===== config.mk =====
export PLATFORM = sky130hd
export DESIGN_NAME = vram_arbiter
export DESIGN_NICKNAME = d
export VERILOG_FILES = /design/src/rtl/vram_pkg.sv /design/src/rtl/vram_arbiter.sv
export SDC_FILE = /design/constraint.sdc
export NUM_CORES = 1
export LEC_CHECK = 0
export BUFFER_PORTS_ARGS = -buffer_cell sky130_fd_sc_hd__buf_2
export CAP_MARGIN = 10
export CORE_MARGIN = 2
export CORE_UTILIZATION = 51
export DETAILED_ROUTE_END_ITERATION = 7
export PLACE_DENSITY = 0.95
export SYNTH_ARGS = -nofsm -noshare
export SYNTH_HDL_FRONTEND = slang
export SYNTH_SLANG_ARGS = --single-unit

===== constraint.sdc =====
create_clock -name tg42 -period 3.3 [get_ports tg42]
set_input_delay 0.66 -clock tg42 [delete_from_list [all_inputs] [get_ports tg42]]
set_output_delay 0.66 -clock tg42 [all_outputs]
set_load 0.02 [all_outputs]

===== src/rtl/vram_pkg.sv =====
// vram_pkg: shared types and timing constants for the VRAM arbiter.
// Access lengths are in clock cycles, first state to last state.
package vram_pkg;

    typedef enum logic [2:0] {
        IDLE,
        VRD1,
        VRD2,
        CRD1,
        CRD2,
        CWR1,
        CWR2,
        CWR3
    } state_t;

    typedef logic [1:0] lane_t;

    localparam int T_RD = 2;
    localparam int T_WR = 3;

    function automatic logic [3:0] lane_mask(lane_t l);
        return 4'b0001 << l;
    endfunction

endpackage


===== src/rtl/vram_arbiter.sv =====
// vram_arbiter: shares one 32-bit SRAM bank between video fetch and
// byte-wide CPU access; all SRAM pins are registered.
module vram_arbiter
    import vram_pkg::*;
#(
    parameter int FAIR_LIMIT = 4
) (
    input  logic        tg42,
    input  logic        n_reset,
    input  logic        vid_req,
    input  logic [16:0] vid_addr,
    output logic        vid_valid,
    output logic [31:0] vid_data,
    input  logic        cpu_req,
    input  logic        cpu_we,
    input  logic [18:0] cpu_addr,
    input  logic [7:0]  cpu_wdata,
    output logic        cpu_ack,
    output logic [7:0]  cpu_rdata,
    output logic [1:0]  n_vcs,
    output logic [15:0] va,
    output logic [3:0]  n_vwr,
    output logic [31:0] vd_o,
    output logic [3:0]  vd_oe,
    input  logic [31:0] vd_i
);

    localparam int FW = $clog2(FAIR_LIMIT + 1);
    localparam logic [FW-1:0] FAIR_MAX = FW'(FAIR_LIMIT);

    state_t        state;
    state_t        nxt;
    logic [FW-1:0] fair_cnt;
    logic          rdy;
    logic          sel;
    logic          nxt_sel;
    lane_t         lane;
    lane_t         nxt_lane;
    logic          arb;
    logic          vid_pend;
    logic          cpu_pend;
    logic          cpu_win;
    logic          gnt_vid;
    logic          gnt_cpu;
    logic          nxt_wr;

    // A requester whose completion is pulsing this cycle is not re-granted.
    assign vid_pend = vid_req && !vid_valid;
    assign cpu_pend = cpu_req && !cpu_ack;

    assign arb = rdy && (state == IDLE || state == VRD2 ||
                         state == CRD2 || state == CWR3);

    assign cpu_win = cpu_pend && (!vid_pend || fair_cnt == FAIR_MAX);
    assign gnt_vid = arb && vid_pend && !cpu_win;
    assign gnt_cpu = arb && cpu_win;

    assign nxt_wr = (nxt == CWR1) || (nxt == CWR2) || (nxt == CWR3);

    always_comb begin
        nxt      = state;
        nxt_sel  = sel;
        nxt_lane = lane;
        unique case (1'b1)
            gnt_vid: begin
                nxt     = VRD1;
                nxt_sel = vid_addr[16];
            end
            gnt_cpu: begin
                nxt      = cpu_we ? CWR1 : CRD1;
                nxt_sel  = cpu_addr[18];
                nxt_lane = cpu_addr[1:0];
            end
            default: begin
                unique case (state)
                    VRD1:    nxt = VRD2;
                    CRD1:    nxt = CRD2;
                    CWR1:    nxt = CWR2;
                    CWR2:    nxt = CWR3;
                    default: nxt = IDLE;
                endcase
            end
        endcase
    end

    always_ff @(posedge tg42 or negedge n_reset) begin
        if (!n_reset) begin
            state     <= IDLE;
            rdy       <= 1'b0;
            fair_cnt  <= '0;
            sel       <= 1'b0;
            lane      <= '0;
            n_vcs     <= 2'b11;
            n_vwr     <= 4'hF;
            vd_oe     <= 4'h0;
            va        <= '0;
            vd_o      <= '0;
            vid_valid <= 1'b0;
            cpu_ack   <= 1'b0;
            vid_data  <= '0;
            cpu_rdata <= '0;
        end else begin
            state <= nxt;
            rdy   <= 1'b1;
            sel   <= nxt_sel;
            lane  <= nxt_lane;

            if (!cpu_req || gnt_cpu)
                fair_cnt <= '0;
            else if (gnt_vid && fair_cnt != FAIR_MAX)
                fair_cnt <= fair_cnt + 1'b1;

            if (gnt_vid)
                va <= vid_addr[15:0];
            else if (gnt_cpu)
                va <= cpu_addr[17:2];

            if (gnt_cpu && cpu_we)
                vd_o <= {4{cpu_wdata}};

            // Pins reflect the state being entered, so they are
            // valid for the whole of each access cycle.
            n_vcs <= (nxt == IDLE) ? 2'b11
                   : (nxt_sel ? 2'b01 : 2'b10);
            n_vwr <= (nxt == CWR2) ? ~lane_mask(nxt_lane) : 4'hF;
            vd_oe <= nxt_wr ? lane_mask(nxt_lane) : 4'h0;

            vid_valid <= (state == VRD2);
            cpu_ack   <= (state == CRD2) || (state == CWR3);

            if (state == VRD2)
                vid_data <= vd_i;
            if (state == CRD2)
                cpu_rdata <= vd_i[8*lane +: 8];
        end
    end

endmodule


==> results of run 1 <==
[layout make-up]
cell class / instances / area (sq um) / area share
sequential: 86 / 2160 / 0.4335
multi-input combinational: 170 / 1583 / 0.3177
timing repair buffer: 182 / 918.4 / 0.1843
clock buffer: 11 / 141.4 / 0.02838
tap: 102 / 127.6 / 0.02562
clock inverter: 5 / 33.78 / 0.006781
inverter: 5 / 18.77 / 0.003767
[state kept, by name, indices dropped and copies added, names as in the netlist, 2 cells and up]
name,flops
lane,2
vd_oe,4
n_vwr,4
vd_o,8
state,3
n_vcs,2
vid_data,32
fair_cnt,3
va,16
cpu_rdata,8
[critical path, cell delays in order (launching register included)]
cell and delay, ns:
dfrtp_1 0.41, inv_1 0.09, ha_1 0.17, and2_1 0.30, o21ai_2 0.20, nor2_4 0.41
mux2_2 0.39
[layer usage]
metal  global-route usage  wire length [um]  part of all wire
met1               0.2601              3708              0.41
met2               0.3790              4693              0.52
met5                    0                 0                 0
met4              0.07711                99             0.011
met3              0.03011               441             0.049
[power by group]
group,internal [uW],switching (uW)
clock network,295,372
registers,1520,350
logic,1060,1420
total,2880,2140
[per-stage QoR]
stage | cells | hold slack (ns) | instance area, sq um | setup slack (ns)
4_1_cts | 560 | 0.5110 | 4975 | 1.101
3_5_place_dp | 544 | 0.4917 | 4800 | 0.7526
2_1_floorplan | 297 | 0.3644 | 3994 | 1.478
5_1_grt | 561 | 0.5233 | 4982 | 1.097
3_3_place_gp | 544 | 0.4845 | 4800 | 0.8800
6_report | 561 | 0.4790 | 4982 | 1.223
[layout by cell type, fill, tap and decap left out, drive strengths merged, types with 2 or more instances in the layout]
| cell | instances |
|---|---|
| or4 | 2 |
| inv | 6 |
| clkinv | 2 |
| nand2b | 2 |
| a21oi | 10 |
| a21bo | 4 |
| a221o | 17 |
| dfrtp | 80 |
| nand3 | 3 |
| nor3 | 3 |
| buf | 182 |
| ha | 2 |
| dfstp | 6 |
| nand2 | 7 |
| o31ai | 2 |
| a211o | 2 |
| nand4b | 2 |
| mux4 | 8 |
| clkbuf | 11 |
| o21ai | 10 |
| a211oi | 2 |
| and2 | 17 |
| nor2b | 5 |
| clkinvlp | 2 |
| and3 | 2 |
| nor2 | 8 |
| mux2 | 50 |
[cells by family after synthesis]
| family | after synthesis | synth area share |
|---|---|---|
| muxes | 58 | 0.1861 |
| DFF | 86 | 0.5407 |
| and+or+nand+nor | 54 | 0.08992 |
| adders and majority gates | 2 | 0.006265 |
| xor gates and xnor gates | 1 | 0.002193 |
| buffers and inverters | 41 | 0.06454 |
| AOI/OAI and AO/OA | 54 | 0.1093 |
| other | 1 | 0.0009389 |
[worst max-delay path by stage]
stage / startpoint / to / slack [ns] / cells past startpoint
2_1_floorplan: fair_cnt[0] / va[10] / 1.48 / 7
3_3_place_gp: vid_req / va[6] / 0.88 / 5
3_5_place_dp: vid_req / va[14] / 0.75 / 5
4_1_cts: state[0] / va[14] / 1.10 / 4
5_1_grt: fair_cnt[0] / lane[1] / 1.10 / 6
6_report: fair_cnt[0] / lane[0] / 1.22 / 6
==> metrics.cfg, run 1 <==
[power_and_ir_drop]
power_leakage_uw = 0.002415
powerDensity_nw_per_um2 = 1007
p_total_uw = 5019
vdd_drop_max_mv = 0.4233

[place]
gp_congestion = 0.8701
numPortBuffers = 180
dp_hpwl_mm = 6.587

[layout]
fin_util = 0.6515
layout.nets = 537
n_antenna_cell = 0
synthToLayoutAreaGrowth_pct = 24.75
fillers = 580
layout-drive-gt1-share = 0.5969

[cts]
htree_levels = 3
numClockSinks = 86
cts_resized = 0
post_cts_buffers = 0
clkSlewWorstSetupHoldPaths_ns = 0.09
holdBufCountCts = 0
root_buffer = clkbuf_8
clock_path_buffers = 2
worst_skew_pair.late_latency_ns = 0.35
cts_tree = done
cts_buffers = 9

[worst_setup_path]
r2r_start = fair_cnt[0]
cp.arrival_ns = 2.31
cp_max_fo = 18
worst_setup_path_end_kind = flop
rrSetupSlack_ns = 1.22
r2r_cells = 6
r2r_end = lane[0]
cp.required_ns = 3.53
worstSetupPathType = flop to flop
start_kind = flop

[yosys]
yosysMostFrequentCell = dfrtp_1
syn-num-nets = 380
yosys_most_used_dff = dfrtp_1
synth-seq-cells = 86
yosysTopAreaCellShare = 0.5013
yosysSeqAreaShare = 0.5407
netlist_top_cells_count = 80 x dfrtp_1, 50 x mux2_2, 25 x buf_4
async_flop_share = 1.000
yosysWarningCount = 0
yosysTopAreaCell = dfrtp_1
synth_cells = 297
synth.distinct_cells = 47
synth-edff-count = 0
netlist_area_sq_um = 3994
synth.avg_cell_area_sq_um = 13.45
synthTopCellsByArea = dfrtp_1 50%, mux2_2 14%, buf_4 4.7%

[routing]
num_vias = 2985
drt-total-wl_mm = 8.943
drt_iter0_markers = 131
vias_per_cell = 5.321
drc = 0
first_pass_iters = 4
ant_nets = 0
wire_per_inst_um = 15.94

[floorplan]
dieArea_sq_um = 8555
ios = 181
initial_core_util = 0.5223
fp-row-count = 32
dieWidth_um = 92.50
die_h_um = 92.50
core-area_sq_um = 7647

[job]
maxCapViolations = 0

[timing]
period_share = 0.6293
fin_setup_tns_ns = 0
final_max_slew_viol_count = 0
setup_viol = 0
fmax_mhz = 481.5
hold_viol = 0
grt_setup_unrepaired = no
min_period_ns = 2.077
finClkSkew_ns = 0.01161
worst_pin_slew_ns = 1.045
maxSlewHeadroom = 0.3035

[grt]
antenna_found_initial = 0
grt_pass1_vias = 2971
grt_pass1_wl_mm = 14.28
grt_usage = 0.2115
grt_start_max_net_pins = 87
grt_overflow = 0

[min_path]
min_path_type = input pin to async pin

[run_status]
status = completed

Power figures use the tool's default switching activity.
==> run 2: changes to the inputs <==
CORE_UTILIZATION = 47   (was 51)
PLACE_DENSITY = 0.89   (was 0.95)
clock period = 2 ns   (was 3.3 ns; I/O delays follow)
==> run 2 against run 1 <==
Compared with the run above: non-clock buffer count grew 9; largest power group unchanged; fmax up 12%; die area grew 8.1%; first-iteration DRC count down 24%; setup slack got worse by 1.1 ns; design area is 2.5% higher; combinational power rose by 72%; utilization shrank 3.0 points; sequential cell count unchanged; register-to-register slack lost 1.1 ns.
==> metrics.cfg, run 2 (synthesis results as in run 1) <==
[grt]
grt_start_max_net_pins = 45  ; was 87
grt_pass1_vias = 2970  ; was 2,971
grt_usage = 0.1955  ; was 0.2115
grt_overflow = 0  ; unchanged
grt_pass1_wl_mm = 13.82  ; was 14.28 mm
antenna_found_initial = 0  ; unchanged

[routing]
first_pass_iters = 4  ; unchanged
wire_per_inst_um = 15.82  ; was 15.94 um
vias_per_cell = 5.245  ; was 5.321
ant_nets = 0  ; unchanged
num_vias = 3000  ; was 2,985
drt-total-wl_mm = 9.050  ; was 8.943 mm
drt_iter0_markers = 100  ; was 131
drc = 0  ; unchanged

[timing]
hold_slack_ns = 0.2804  ; was 0.4790 ns
hold_viol = 0  ; unchanged
final_max_slew_viol_count = 0  ; unchanged
period_share = 0.9278  ; was 0.6293
min_period_ns = 1.856  ; was 2.077 ns
setup_viol = 0  ; unchanged
maxSlewHeadroom = 0.5559  ; was 0.3035
fmax_mhz = 538.9  ; was 481.5 MHz
fin_setup_tns_ns = 0  ; unchanged
finClkSkew_ns = 0.01022  ; was 0.01161 ns
worst_pin_slew_ns = 0.6640  ; was 1.045 ns
grt_setup_unrepaired = no  ; unchanged

[worst_setup_path]
cp.arrival_ns = 2.09  ; was 2.31 ns
start_kind = flop  ; unchanged
cp_max_fo = 18  ; unchanged
path_cells = a21bo_4 -> nand3_4 -> nor2_4 -> mux2_2  ; was inv_1 -> ha_1 -> and2_1 -> o21ai_2 -> nor2_4 -> mux2_2
r2r_end = lane[1]  ; was lane[0]
worst_setup_path_end_kind = flop  ; unchanged
cp.required_ns = 2.23  ; was 3.53 ns
rrSetupSlack_ns = 0.14  ; was 1.22 ns
r2r_start = state[2]  ; was fair_cnt[0]
critPathMaxStageDelay_ns = 0.55  ; was 0.41 ns
worst-path-buf-inv = 0  ; was 1
worstSetupStartpoint = state[2]  ; was fair_cnt[0]
critPathTopFamily = simple AND/OR/NAND/NOR gates  ; unchanged
r2r_cells = 4  ; was 6
slowest_stage = dfrtp_1  ; unchanged
worstSetupPathType = flop to flop  ; unchanged

[floorplan]
fp-row-count = 33  ; was 32
die_h_um = 96.18  ; was 92.50 um
core-area_sq_um = 8217  ; was 7647 sq um
initial_core_util = 0.4861  ; was 0.5223
dieWidth_um = 96.18  ; was 92.50 um
ios = 181  ; unchanged
dieArea_sq_um = 9251  ; was 8555 sq um

[min_path]
hold_depth = 2
hp-start = cpu_addr[7]
min_path_type = input pin to flop  ; was input pin to async pin
hold_end = va[5]

[place]
placed_area_sq_um = 4908  ; was 4800 sq um
gp_congestion = 0.8434  ; was 0.8701
dp_hpwl_mm = 7.017  ; was 6.587 mm
numPortBuffers = 180  ; unchanged

[power_and_ir_drop]
p_total_uw = 8497  ; was 5019 uW
power_leakage_uw = 0.002480  ; was 0.002415 uW
powerDensity_nw_per_um2 = 1663  ; was 1007 nW/um^2
vdd_drop_max_mv = 0.6883  ; was 0.4233 mV

[cts]
clock_path_buffers = 2  ; unchanged
root_buffer = clkbuf_8  ; unchanged
cts_buffers = 9  ; unchanged
clkSlewWorstSetupHoldPaths_ns = 0.08  ; was 0.09 ns
cts_tree = done  ; unchanged
numClockSinks = 86  ; unchanged
worst_skew_pair.late_latency_ns = 0.35  ; about the same
htree_levels = 3  ; unchanged

[layout]
synthToLayoutAreaGrowth_pct = 27.91  ; was 24.75%
n_antenna_cell = 0  ; unchanged
fillers = 680  ; was 580
mostFrequentLayoutCells = 179 x buf_2, 80 x dfrtp_1, 50 x mux2_2, 17 x a221o_1  ; was 179 x buf_2, 80 x dfrtp_1, 50 x mux2_2, 17 x a221o_1, 11 x and2_1
design_area_sq_um = 5109  ; was 4982 sq um
layout.nets = 546  ; was 537
layout-drive-gt1-share = 0.6039  ; was 0.5969
fin_util = 0.6217  ; was 0.6515
largest_reg_flops = 32  ; unchanged
top_regs = vid_data (32), va (16)  ; unchanged
largest-register = vid_data  ; unchanged
final_common_cell = buf_2  ; unchanged

[run_status]
status = completed  ; unchanged

[job]
maxCapViolations = 0  ; unchanged

## run 2: changes by cell type in the layout (fill, tap and decap cells not counted)
cell | before | now
and2_1 | 11 | 10
clkinvlp_4 | 2 | 1
dlygate4sd3_1 | 0 | 1
buf_12 | 0 | 3
buf_4 | 3 | 8
and2_2 | 0 | 1
bufinv_16 | 0 | 1
inv_6 | 1 | 0
## run 2: worst max-delay path by stage
stage / end / slack, ns / cells past startpoint
5_1_grt: va[6] / 0.005 / 4
3_5_place_dp: lane[1] / 0.1 / 6
3_3_place_gp: lane[0] / 0.17 / 6
6_report: lane[1] / 0.14 / 4
4_1_cts: lane[1] / 0.09 / 6
2_1_floorplan: va[10] / 0.18 / 7
## run 2: repair_timing
item,in CTS,in global routing
setup endpoints to repair,0,7
hold buffers,1,0
buffers inserted,0,0
gates resized for setup,0,1
endpoints found under the hold margin,23,0
## run 2: area by class of cell
type	instances	area (sq um)	share of cell area
Clock inverter	4	47.55	0.009307
Tap cell	105	131.4	0.02572
Multi-Input combinational cell	170	1584	0.3101
Clock buffer	11	141.4	0.02768
Inverter	5	18.77	0.003674
Sequential cell	86	2160	0.4227
Timing Repair Buffer	191	1026	0.2008
## run 2: metal layers
| metal | wire length [um] | up-vias | global-route usage |
|---|---|---|---|
| met5 | 0 | - | 0 |
| met4 | 145 | 0 | 0.08810 |
| met3 | 460 | 14 | 0.02662 |
| met2 | 4756 | 113 | 0.3345 |
| met1 | 3688 | 1483 | 0.2460 |
| li1 | - | 1390 | - |
## run 2: per-stage QoR
stage                     instances  setup slack [ns]
after CTS                       572           0.08862
after detailed placement        556           0.09896
final                           572            0.1445
after global placement          556            0.1721
after floorplan                 297            0.1781
after global routing            572          0.004792
## run 2: report_power, final
group | total, uW | switching [uW] | internal, uW
Clock | 1180 | 581 | 601
Sequential | 3050 | 532 | 2510
Combinational | 4270 | 2420 | 1850
